[src/rtl/cpu_pkg.sv]
// Shared CPU constants and the PC source enumeration.
// No logic; types and defaults only.
// Used by the fetch-stage PC unit and by trace tooling.
package cpu_pkg;

  localparam int          PC_WIDTH      = 32;
  localparam int          INST_BYTES    = 4;
  localparam logic [31:0] RESET_PC_DFLT = 32'h0000_3000;
  localparam logic [31:0] EXC_VEC_DFLT  = 32'h0000_4180;

  // Which request produced the next fetch address.
  typedef enum logic [2:0] {
    SRC_SEQ,
    SRC_BR,
    SRC_J,
    SRC_JR,
    SRC_EXC
  } pc_src_e;

endpackage

[src/rtl/pc_unit_if.sv]
// Redirect-request inputs and PC outputs of the fetch PC unit.
// Pure wiring; no latency.
// No handshake: stall is the only flow-control signal.
interface pc_unit_if import cpu_pkg::*; #(
  parameter int WIDTH = PC_WIDTH
);
  logic             stall;
  logic             br_taken;
  logic [WIDTH-1:0] br_base;
  logic [15:0]      br_off;
  logic             jump;
  logic [25:0]      jump_idx;
  logic             jr;
  logic [WIDTH-1:0] jr_tgt;
  logic             exc;
  logic [WIDTH-1:0] pc;
  logic [WIDTH-1:0] pc_plus;
  logic             redir_pend;
  logic             addr_err;

  // Pipeline control side: issues redirects, observes the PC.
  modport master (
    output stall, br_taken, br_base, br_off, jump, jump_idx, jr, jr_tgt, exc,
    input  pc, pc_plus, redir_pend, addr_err
  );

  // PC unit side.
  modport slave (
    input  stall, br_taken, br_base, br_off, jump, jump_idx, jr, jr_tgt, exc,
    output pc, pc_plus, redir_pend, addr_err
  );
endinterface

[src/rtl/pc_target_calc.sv]
// Computes sequential, branch and jump targets plus the JR misalignment flag.
// Purely combinational, zero latency.
// No backpressure.
module pc_target_calc #(
  parameter int WIDTH = 32,
  parameter int INC   = 4
) (
  input  logic [WIDTH-1:0] pc,
  input  logic [WIDTH-1:0] br_base,
  input  logic [15:0]      br_off,
  input  logic [25:0]      jump_idx,
  input  logic [1:0]       jr_tgt_lo,
  output logic [WIDTH-1:0] pc_plus,
  output logic [WIDTH-1:0] br_tgt,
  output logic [WIDTH-1:0] j_tgt,
  output logic             jr_misalign
);
  logic [WIDTH-1:0] off_ext;

  // Word offset sign-extended and scaled to bytes; all sums wrap silently.
  assign off_ext     = {{(WIDTH-18){br_off[15]}}, br_off, 2'b00};
  assign pc_plus     = pc + WIDTH'(INC);
  assign br_tgt      = br_base + off_ext;
  assign jr_misalign = |jr_tgt_lo;

  // Jump keeps the region bits above bit 27 of the delay-slot PC, if any exist.
  generate
    if (WIDTH > 28) begin : g_region
      assign j_tgt = {br_base[WIDTH-1:28], jump_idx, 2'b00};
    end else begin : g_flat
      assign j_tgt = {jump_idx, 2'b00};
    end
  endgenerate
endmodule

[src/rtl/pc_unit.sv]
// Fetch PC register with prioritised redirect selection and a stall-time redirect latch.
// Redirect visible on pc one cycle after it is presented, or the cycle after stall drops.
// stall holds pc and parks the youngest redirect; exc flushes regardless of stall.
module pc_unit import cpu_pkg::*; #(
  parameter int          WIDTH    = PC_WIDTH,
  parameter int          INC      = INST_BYTES,
  parameter logic [31:0] RESET_PC = RESET_PC_DFLT,
  parameter logic [31:0] EXC_VEC  = EXC_VEC_DFLT
) (
  input  logic       clk,
  input  logic       rst,
  pc_unit_if.slave   bus
);
  localparam logic [WIDTH-1:0] RST_W = WIDTH'(RESET_PC);
  localparam logic [WIDTH-1:0] EXC_W = WIDTH'(EXC_VEC);

  logic [WIDTH-1:0] pc_q, pc_d;
  logic [WIDTH-1:0] pend_tgt_q, pend_tgt_d;
  logic             pend_q, pend_d;
  logic             addr_err_q, addr_err_d;
  logic [WIDTH-1:0] pc_plus, br_tgt, j_tgt, req_tgt;
  logic             jr_misalign, req_v;
  pc_src_e          src;

  pc_target_calc #(.WIDTH(WIDTH), .INC(INC)) u_calc (
    .pc          (pc_q),
    .br_base     (bus.br_base),
    .br_off      (bus.br_off),
    .jump_idx    (bus.jump_idx),
    .jr_tgt_lo   (bus.jr_tgt[1:0]),
    .pc_plus     (pc_plus),
    .br_tgt      (br_tgt),
    .j_tgt       (j_tgt),
    .jr_misalign (jr_misalign)
  );

  // Priority selector: exc > jr > jump > branch; misaligned JR is diverted to the vector.
  always_comb begin
    src = SRC_SEQ;
    if (bus.exc)           src = SRC_EXC;
    else if (bus.jr)       src = SRC_JR;
    else if (bus.jump)     src = SRC_J;
    else if (bus.br_taken) src = SRC_BR;

    req_tgt = pc_plus;
    case (src)
      SRC_EXC: req_tgt = EXC_W;
      SRC_JR:  req_tgt = jr_misalign ? EXC_W : bus.jr_tgt;
      SRC_J:   req_tgt = j_tgt;
      SRC_BR:  req_tgt = br_tgt;
      default: req_tgt = pc_plus;
    endcase
    req_v = (src != SRC_SEQ);
  end

  // Next-state rules: flush, park under stall, live request, replay parked, sequential.
  always_comb begin
    pc_d       = pc_q;
    pend_d     = pend_q;
    pend_tgt_d = pend_tgt_q;
    addr_err_d = (src == SRC_JR) && jr_misalign;
    if (bus.exc) begin
      pc_d   = EXC_W;
      pend_d = 1'b0;
    end else if (bus.stall) begin
      if (req_v) begin
        pend_tgt_d = req_tgt;
        pend_d     = 1'b1;
      end
    end else if (req_v) begin
      pc_d   = req_tgt;
      pend_d = 1'b0;
    end else if (pend_q) begin
      pc_d   = pend_tgt_q;
      pend_d = 1'b0;
    end else begin
      pc_d = pc_plus;
    end
  end

  // State registers; reset drops any parked redirect.
  always_ff @(posedge clk or posedge rst) begin
    if (rst) begin
      pc_q       <= RST_W;
      pend_q     <= 1'b0;
      pend_tgt_q <= '0;
      addr_err_q <= 1'b0;
    end else begin
      pc_q       <= pc_d;
      pend_q     <= pend_d;
      pend_tgt_q <= pend_tgt_d;
      addr_err_q <= addr_err_d;
    end
  end

  assign bus.pc         = pc_q;
  assign bus.pc_plus    = pc_plus;
  assign bus.redir_pend = pend_q;
  assign bus.addr_err   = addr_err_q;
endmodule

[src/flat_wrapper.sv]
// flat-port wrapper written by rule: the top's interface ports become plain ports
module pc_unit_flat import cpu_pkg::*;
#(
  parameter int          WIDTH    = PC_WIDTH,
  parameter int          INC      = INST_BYTES,
  parameter logic [31:0] RESET_PC = RESET_PC_DFLT,
  parameter logic [31:0] EXC_VEC  = EXC_VEC_DFLT
)
  (clk, rst, bus_stall, bus_br_taken, bus_br_base, bus_br_off, bus_jump, bus_jump_idx, bus_jr, bus_jr_tgt, bus_exc, bus_pc, bus_pc_plus, bus_redir_pend, bus_addr_err);
  pc_unit_if #(.WIDTH(WIDTH)) bus_i ();
  input  logic clk;
  input  logic rst;
  input wire logic [$bits(bus_i.stall)-1:0] bus_stall;
  input wire logic [$bits(bus_i.br_taken)-1:0] bus_br_taken;
  input wire logic [$bits(bus_i.br_base)-1:0] bus_br_base;
  input wire logic [$bits(bus_i.br_off)-1:0] bus_br_off;
  input wire logic [$bits(bus_i.jump)-1:0] bus_jump;
  input wire logic [$bits(bus_i.jump_idx)-1:0] bus_jump_idx;
  input wire logic [$bits(bus_i.jr)-1:0] bus_jr;
  input wire logic [$bits(bus_i.jr_tgt)-1:0] bus_jr_tgt;
  input wire logic [$bits(bus_i.exc)-1:0] bus_exc;
  output wire logic [$bits(bus_i.pc)-1:0] bus_pc;
  output wire logic [$bits(bus_i.pc_plus)-1:0] bus_pc_plus;
  output wire logic [$bits(bus_i.redir_pend)-1:0] bus_redir_pend;
  output wire logic [$bits(bus_i.addr_err)-1:0] bus_addr_err;
  assign bus_i.stall = bus_stall;
  assign bus_i.br_taken = bus_br_taken;
  assign bus_i.br_base = bus_br_base;
  assign bus_i.br_off = bus_br_off;
  assign bus_i.jump = bus_jump;
  assign bus_i.jump_idx = bus_jump_idx;
  assign bus_i.jr = bus_jr;
  assign bus_i.jr_tgt = bus_jr_tgt;
  assign bus_i.exc = bus_exc;
  assign bus_pc = bus_i.pc;
  assign bus_pc_plus = bus_i.pc_plus;
  assign bus_redir_pend = bus_i.redir_pend;
  assign bus_addr_err = bus_i.addr_err;
  pc_unit #(.WIDTH(WIDTH), .INC(INC), .RESET_PC(RESET_PC), .EXC_VEC(EXC_VEC)) u_core (.clk(clk), .rst(rst), .bus(bus_i));
endmodule
[config.mk]
export PLATFORM = sky130hd
export DESIGN_NAME = pc_unit_flat
export DESIGN_NICKNAME = d
export VERILOG_FILES = /design/src/rtl/cpu_pkg.sv /design/src/rtl/pc_unit_if.sv /design/src/rtl/pc_target_calc.sv /design/src/rtl/pc_unit.sv /design/src/flat_wrapper.sv
export SDC_FILE = /design/constraint.sdc
export NUM_CORES = 1
export LEC_CHECK = 0
export ABC_CLOCK_PERIOD_IN_PS = 6350
export CORE_MARGIN = 5
export CORE_UTILIZATION = 50
export CTS_CLUSTER_DIAMETER = 100
export DETAILED_ROUTE_END_ITERATION = 8
export HOLD_SLACK_MARGIN = 0.1
export PLACE_DENSITY = 0.85
export SLEW_MARGIN = 20
export SYNTH_ARGS = -nofsm -noshare
export SYNTH_HDL_FRONTEND = slang
export SYNTH_SLANG_ARGS = --single-unit
[constraint.sdc]
create_clock -name clk -period 6.35 [get_ports clk]
set_input_delay 0.9525 -clock clk [delete_from_list [all_inputs] [get_ports clk]]
set_output_delay 0.9525 -clock clk [all_outputs]
set_load 0.03 [all_outputs]
**Word level (Yosys, flattened, before mapping)**

Index checks and enable logic that the tools add are counted.
W data, S select, Z words.

- Add/sub/neg operators: 2
- Bitwise operators: 1
- Reductions and logical operators: 4
- Equality and inequality tests: 6
- Muxes and demuxes: 13

Operator list:

| kind | number |
|---|---|
| $mux W32 | 5 |
| $pmux W32 S4 | 1 |
| $add A32 B3 Y32 const B | 1 |
| $add A32 B32 Y32 | 1 |
| $mux W3 | 3 |
| $eq A3 B2 Y1 const B | 2 |
| $mux W1 | 4 |
| $eq A3 B1 Y1 const B | 1 |
| $eq A3 B3 Y1 const B | 1 |
| $ne A3 B1 Y1 const B | 1 |
| $reduce_and A3 Y1 | 1 |
| $reduce_bool A3 Y1 | 1 |
| $ne A2 B1 Y1 const B | 1 |
| $reduce_or A2 Y1 | 1 |
| $logic_and A1 B1 Y1 | 1 |
| $not A1 Y1 | 1 |

- Bits of input ports: 113
- Output and inout port bits: 66
- Register bits: 66
- Logic and storage cells: 30

**Logic depth before layout (Yosys ltp)**

Gate-level depths: netlist of the first run.

- Depth in word-level cells: 9
- Gate-level depth with buffers: 11

**Hierarchy**

Synthesis of the first run repeated with hierarchy kept, for this count alone.

- Cells, all modules: 800
- Area total of the unflattened synthesis: 6801.5 µm²

Modules (own cells, without submodules):

| module | area each (µm²) | times used | cells an instance |
|---|---|---|---|
| pc_unit | 4307.9 | 1 | 451 |
| pc_target_calc | 2493.6 | 1 | 349 |

**Least setup slack after synthesis of the first run**

Ideal clock, no wire load.

- Kind: input to register
- Start point: input bus_br_off[0]
- End point: register u_core.pend_tgt_q[30]
- Slack: 3.140 ns
- Path buffers: 0
- Setup time: 0.069 ns
- Required time: 6.281 ns
- Arrival time: 3.141 ns
- Stages on the path: 11
- Path through: ha_1 -> inv_1 -> fa_1 -> and2b_1 -> o31a_4 -> o211ai_4 -> a211oi_4 -> o31ai_4 -> o21a_1 -> or4_1 -> nand3_1

- Word-level cells in the longest chain between the ends: 2

Ends and longest elaborated chain:

| item | line | source |
|---|---|---|
| from (decl) | flat_wrapper.sv:16 | `input wire logic [$bits(bus_i.br_off)-1:0] bus_br_off;` |
| $add A32 B32 Y32 | pc_target_calc.sv:23 | `assign br_tgt = br_base + off_ext;` |
| $pmux W32 S4 | pc_unit.sv:46 | `case (src)` |
| to (signal assigned) | pc_unit.sv:91 | `pend_tgt_q <= pend_tgt_d;` |
| to (decl) | pc_unit.sv:18 | `logic [WIDTH-1:0] pend_tgt_q, pend_tgt_d;` |

No other way between the ends.
A chain may end at the register's enable or synchronous reset.

**Final worst setup path of the first run**

- Start point: register u_core.pc_q[2], in the netlist u_core.bus.pc[2]
- End point: output bus_pc_plus[28]

- Word-level cells in the longest chain between the ends: 1

Ends and longest elaborated chain:

| item | line | source |
|---|---|---|
| from (decl) | pc_unit.sv:17 | `logic [WIDTH-1:0] pc_q, pc_d;` |
| from (signal assigned) | pc_unit.sv:89 | `pc_q <= pc_d;` |
| $add A32 B3 Y32 | pc_target_calc.sv:22 | `assign pc_plus = pc + WIDTH'(INC);` |
| to (decl) | flat_wrapper.sv:23 | `output wire logic [$bits(bus_i.pc_plus)-1:0] bus_pc_plus;` |

No other way between the ends.

==> qor.txt, run 1 <==
Min cycle time layout: 4.23 ns
Pins Over Slew Limit: 0
Die height: 117 um
Layout cells sized above 1: 6.05%
CTS buffer count: 9
Pwr/cell area: 187 mW/mm^2
Final hold vios: 0
Final cycle utilization of the critical path: 66.6%
DR vias: 6504
Vias per cell: 6.38
Mapped Nets: 855
# placed instances: 1003
Highest achievable clock rate: 237 MHz
Die width: 117 um
GRT Util Overall: 30.1%
Post-Synth XOR/XNOR Area: 7.75%
Post-cts hold buffer count: 0
Cell Rows: 39
Critical Path Sink Type: output port
Final nets: 1015
Mux share of post-synthesis cell area: 3.63%
Setup CP Type: register to output port
Clock root buffer: clkbuf_16
Reg-to-Reg Start: u_core.bus.pc[2]$_DFFE_PP0N_
Complex-gate fraction of the synthesized area: 31.2%
Max cap viols: 0
Synth warn: 0
RR Endpoint: u_core.bus.pc[28]$_DFFE_PP0N_
Yosys reg bits: 66
Asr flop ratio synth: 100%
Crit start category: register
N_diodes: 0
Remaining DRCs: 0
Number of I/O port buffers: 178
Avg WL per Cell: 21.3 um
Clock sink count: 66
Post-synth EDFFs: 0
Maximum VDD drop: 0.212 mV
Starting Density: 50.7%
Data arrival, critical path: 3.27 ns
Worst hold path class: register to register
Register area share after synthesis: 28.7%
Synth cell types: 72
Maximum root-to-sink buffer count: 2
Worst Tran Pin Value: 1.01 ns
Area growth, synth to finish: 37.6%
Worst Min Path Start: u_core.pend_tgt_q[12]$_DFFE_PP0P_
CORE AREA: 0.0114 mm^2
Commonest non-fill, non-tap cell in the layout: clkdlybuf4s50_1
CTS tree: done
Fin cells: 1019
Overall power: 1490 uW
Hold path depth: 2
Synthesized cell area: 0.00576 mm^2
Placer Congestion: 0.914
Final wirelength: 21700 um
Die area: 0.0138 mm^2
Reg clk slew, reported paths: 0.05 ns
Outcome: finished, final reports clean
Number of top-level pins: 179
Setup violators final: 0
Initial antenna violation count: 0
Synthesized area per cell: 8.10 um^2
Pre-antenna DRT Iters: 5
CP Data Required Time: 5.40 ns
Final setup TNS: 0 ns
Reg-to-reg setup timing slack: 3.52 ns
Final HPWL DP: 16700 um
PostCTS Resize Cnt: 0
Mapped Cells: 711
Adder-cell share of the synthesized area: 6.86%
WHS: 0.483 ns
Most frequent cells in the layout: clkdlybuf4s50_1 (178), nand2_1 (97), a21oi_1 (71)
Worst Hold End: u_core.pend_tgt_q[12]$_DFFE_PP0P_
RSZ-0062 raised after global routing: false
Postcts setup bufs: 0
Simple-Gate Fraction of Synth Area: 17.9%
Htree depth: 3
P_leak: 0.00325 uW
Vias in the first global route: 6284
Largest net degree at the start of global routing: 67
First-pass GRT wire length: 33900 um
Top_reg_cell synth: dfrtp_1
Total grt overflow: 0
Main combinational cell family by area after synthesis: compound AO/OA/AOI/OAI gates
Clock latency on the worst-skew pair: 0.34 ns
Clk_skew: 0.00619 ns
Remaining antenna violation count: 0
Initial DRC Count: 725
Worst Reg-to-Reg Cells: 9
Relative slew slack: 32.4%
Crit-path max FO: 7
==> metrics by stage <==
| step | util, % | cell area (um^2) | worst slack [ns] |
|---|---|---|---|
| finish | 69.7 | 7930 | 2.12 |
| global route | 69.7 | 7930 | 1.96 |
| CTS | 69.7 | 7930 | 2.15 |
| detailed placement | 67.1 | 7630 | 2.27 |
| global placement | 67.1 | 7630 | 2.34 |
| floorplan | - | 5760 | 3.14 |
==> worst max-delay path by stage <==
stage                                 start                                 to  slack, ns  cells past startpoint
4_1_cts        u_core.bus.pc[2]$_DFFE_PP0N_                    bus_pc_plus[28]       2.15                      7
3_5_place_dp                        bus_exc      u_core.bus.pc[28]$_DFFE_PP0N_       2.27                      9
2_1_floorplan                 bus_br_off[0]  u_core.pend_tgt_q[30]$_DFFE_PP0P_       3.14                     11
5_1_grt        u_core.bus.pc[4]$_DFFE_PP0N_                    bus_pc_plus[31]       1.96                      6
3_3_place_gp                        bus_exc      u_core.bus.pc[28]$_DFFE_PP0N_       2.34                      9
6_report       u_core.bus.pc[2]$_DFFE_PP0N_                    bus_pc_plus[28]       2.12                      7
==> area by class of cell <==
type / count / area (um^2)
multi-input cells: 589 / 3880
fillers: 920 / 3440
repair buffers: 186 / 1840
flip-flops and latches: 66 / 1650
clock buffers: 13 / 260
well taps: 143 / 179
inverters: 19 / 71.3
clock inverters: 3 / 40.0
==> critical path, cell delays in order (launching register included) <==
cell	delay [ns]
dfrtp_1	0.45
ha_1	0.22
nand3_1	0.15
nor3_2	0.48
nand4_2	0.32
nor3_1	0.32
xnor2_1	0.24
clkdlybuf4s50_1	0.74
==> where the power goes <==
part	switching (uW)	internal [uW]
clock	179	324
combinational	276	218
sequential	31.5	458
==> per-layer routing <==
layer / part of all wire [%] / global-route usage (%) / vias to the layer above
met5: 0 / 0 / -
met4: 2.3 / 8.34 / 0
met2: 47 / 49.1 / 404
met1: 42 / 41.4 / 3090
met3: 8.6 / 4.96 / 43
li1: - / - / 2967
==> logic make-up (layout without fill, tap and decap cells) <==
group	after synthesis	in the layout
AO/OA/AOI/OAI	266	266
XOR/XNOR	51	51
adder cells (fa/ha/maj)	31	31
buffers and inverters	56	221
flip-flops	66	66
multiplexers	20	20
AND/OR/NAND/NOR	221	221
==> cells in the mapped netlist (8+ instances only) <==
library cell,number,area (um^2)
inv_1,19,71.3
o211ai_1,10,75.1
nand2_1,97,364
xnor2_1,35,307
a221oi_1,12,105
dfrtp_1,64,1600
a211oi_1,10,75.1
a22o_1,8,70.1
xor2_1,16,140
mux2i_1,13,130
nor3_1,8,40.0
a21o_1,10,75.1
o21ai_1,17,85.1
nand3_1,25,125
buf_2,8,40.0
o21a_1,11,82.6
ha_1,30,375
a221o_1,10,100
clkbuf_1,24,90.1
nand4_1,8,50.1
nor2_1,40,150
a21oi_1,71,355
o21ai_0,50,250
==> flip-flops by register name, summed over array words and instances (netlist names) <==
signal                 count
u_core.bus.pc             32
u_core.pend_tgt_q         32
u_core.bus.addr_err        1
u_core.bus.redir_pend      1
(Power assumes the default switching activity.)
==> inputs of run 2 (changes only) <==
Settings changed: ABC_CLOCK_PERIOD_IN_PS 6350 to 3900, CORE_UTILIZATION 50 to 48, PLACE_DENSITY 0.85 to 0.82.
Clock period 6.35 ns to 3.9 ns, I/O delays scaled along.
==> run 2 against run 1 <==
Critical path depth stayed put. Clock power up 70%. Utilization is 2.1 points lower. Wire length grew 3.2%. Count of clock-buffer cells in the layout fell by 1. Global-route usage rose by 0.45 points. Setup slack got worse by 2.0 ns. Flip-flop and latch count unchanged. Largest cell class unchanged. Register-to-register slack worse by 2.6 ns.
==> qor.txt, run 2 (synthesis results as in run 1) <==
RSZ-0062 raised after global routing: false
Avg WL per Cell: 21.6 um
Reg-to-reg setup timing slack: 0.93 ns
DR vias: 6590
FF+latch area: 0.00165 mm^2
Outcome: finished, final reports clean
Pins Over Slew Limit: 0
Maximum root-to-sink buffer count: 2
Remaining DRCs: 0
Data arrival, critical path: 3.16 ns
Overall power: 2470 uW
Vias in the first global route: 6437
Final setup TNS: 0 ns
Worst Reg-to-Reg Cells: 9
Number of top-level pins: 179
Htree depth: 3
Critical Path Sink Type: output port
Remaining antenna violation count: 0
Die width: 120 um
Worst hold path class: input port to async pin
Clk_skew: 0.00766 ns
Final wirelength: 22400 um
Placer Congestion: 0.929
N_diodes: 0
Setup CP Type: register to output port
CTS tree: done
Clock latency on the worst-skew pair: 0.34 ns
Min cycle time layout: 3.74 ns
P_leak: 0.00332 uW
Final nets: 1029
Crit-path max FO: 7
Most frequent cells in the layout: clkdlybuf4s50_1 (177), nand2_1 (97), a21oi_1 (71)
GRT Util Overall: 30.6%
Initial DRC Count: 777
First-pass GRT wire length: 34900 um
Pwr/cell area: 307 mW/mm^2
Vias per cell: 6.35
CTS buffer count: 9
Cell Rows: 40
RR Endpoint: u_core.bus.pc[28]$_DFFE_PP0N_
Crit start category: register
Number of I/O port buffers: 178
Pre-antenna DRT Iters: 5
Layout cells sized above 1: 7.30%
# fillers: 954
Worst Tran Pin Value: 0.883 ns
Die area: 0.0143 mm^2
Clock root buffer: clkbuf_16
Commonest non-fill, non-tap cell in the layout: clkdlybuf4s50_1
Post-cts hold buffer count: 0
Clock sink count: 66
CP Data Required Time: 3.31 ns
Final hold vios: 0
Starting Density: 48.4%
Area growth, synth to finish: 39.8%
Setup violators final: 0
Reg-to-Reg Start: u_core.bus.pc[2]$_DFFE_PP0N_
Max cap viols: 0
Largest net degree at the start of global routing: 44
Die height: 120 um
Relative slew slack: 40.9%
Area of the multi-input gates: 0.00388 mm^2
Total grt overflow: 0
Final HPWL DP: 17600 um
Initial antenna violation count: 0
Maximum VDD drop: 0.167 mV
Final cycle utilization of the critical path: 96.0%
Reg clk slew, reported paths: 0.06 ns
Highest achievable clock rate: 267 MHz
CORE AREA: 0.0119 mm^2
[run 2: cell type report]
cell class | count | area share, %
clock inverters | 4 | 0.948
repair buffers | 200 | 24.2
inverters | 19 | 0.886
multi-input cells | 589 | 48.2
clock buffers | 12 | 2.94
well taps | 147 | 2.28
flip-flops and latches | 66 | 20.5
[run 2: how the worst max path moves through the flow]
stage | start | end | slack, ns | cells past startpoint
after floorplan | bus_br_off[0] | u_core.pend_tgt_q[30]$_DFFE_PP0P_ | 1.06 | 11
after global placement | bus_br_off[1] | u_core.pend_tgt_q[29]$_DFFE_PP0P_ | 0.41 | 10
after detailed placement | bus_br_off[1] | u_core.pend_tgt_q[29]$_DFFE_PP0P_ | 0.37 | 10
after CTS | u_core.bus.pc[12]$_DFFE_PP1N_ | bus_pc_plus[31] | 0.20 | 7
after global routing | u_core.bus.pc[2]$_DFFE_PP0N_ | bus_pc_plus[20] | 0.04 | 9
final | u_core.bus.pc[2]$_DFFE_PP0N_ | bus_pc_plus[26] | 0.16 | 7
[run 2: worst max-delay path, stage by stage (launching register included)]
cell and delay [ns]:
dfrtp_1 0.48, ha_1 0.23, nand3_1 0.18, nor3_2 0.43, nand4_2 0.29, or3_1 0.44
nand2_1 0.09, clkdlybuf4s50_1 0.68
[run 2: per-stage QoR]
| step | util (%) | std cells | area (um^2) | setup slack (ns) | hold WS, ns |
|---|---|---|---|---|---|
| 2_1_floorplan | - | 711 | 5760 | 1.06 | 0.439 |
| 3_5_place_dp | 64.9 | 1021 | 7740 | 0.369 | 0.475 |
| 6_report | 67.6 | 1037 | 8050 | 0.158 | 0.448 |
| 4_1_cts | 67.6 | 1037 | 8050 | 0.199 | 0.447 |
| 5_1_grt | 67.6 | 1037 | 8050 | 0.0362 | 0.467 |
| 3_3_place_gp | 64.9 | 1021 | 7740 | 0.409 | 0.455 |
[run 2: layer usage]
metal  track usage [%]  share of wire [%]
met5                 0                  0
met3              5.89                9.6
met1              40.6                 41
met4              11.0                3.2
met2              49.9                 46
[run 2: what timing repair did]
action	CTS	global route
setup endpoints to repair	1	0
setup buffers	0	0
resized for setup	1	0
[run 2: where the power goes]
group | switching (uW) | internal [uW] | total [uW] | leakage [uW]
clock network | 295 | 562 | 857 | 0.000147
logic | 455 | 363 | 818 | 0.00232
registers | 51.5 | 745 | 796 | 0.000852
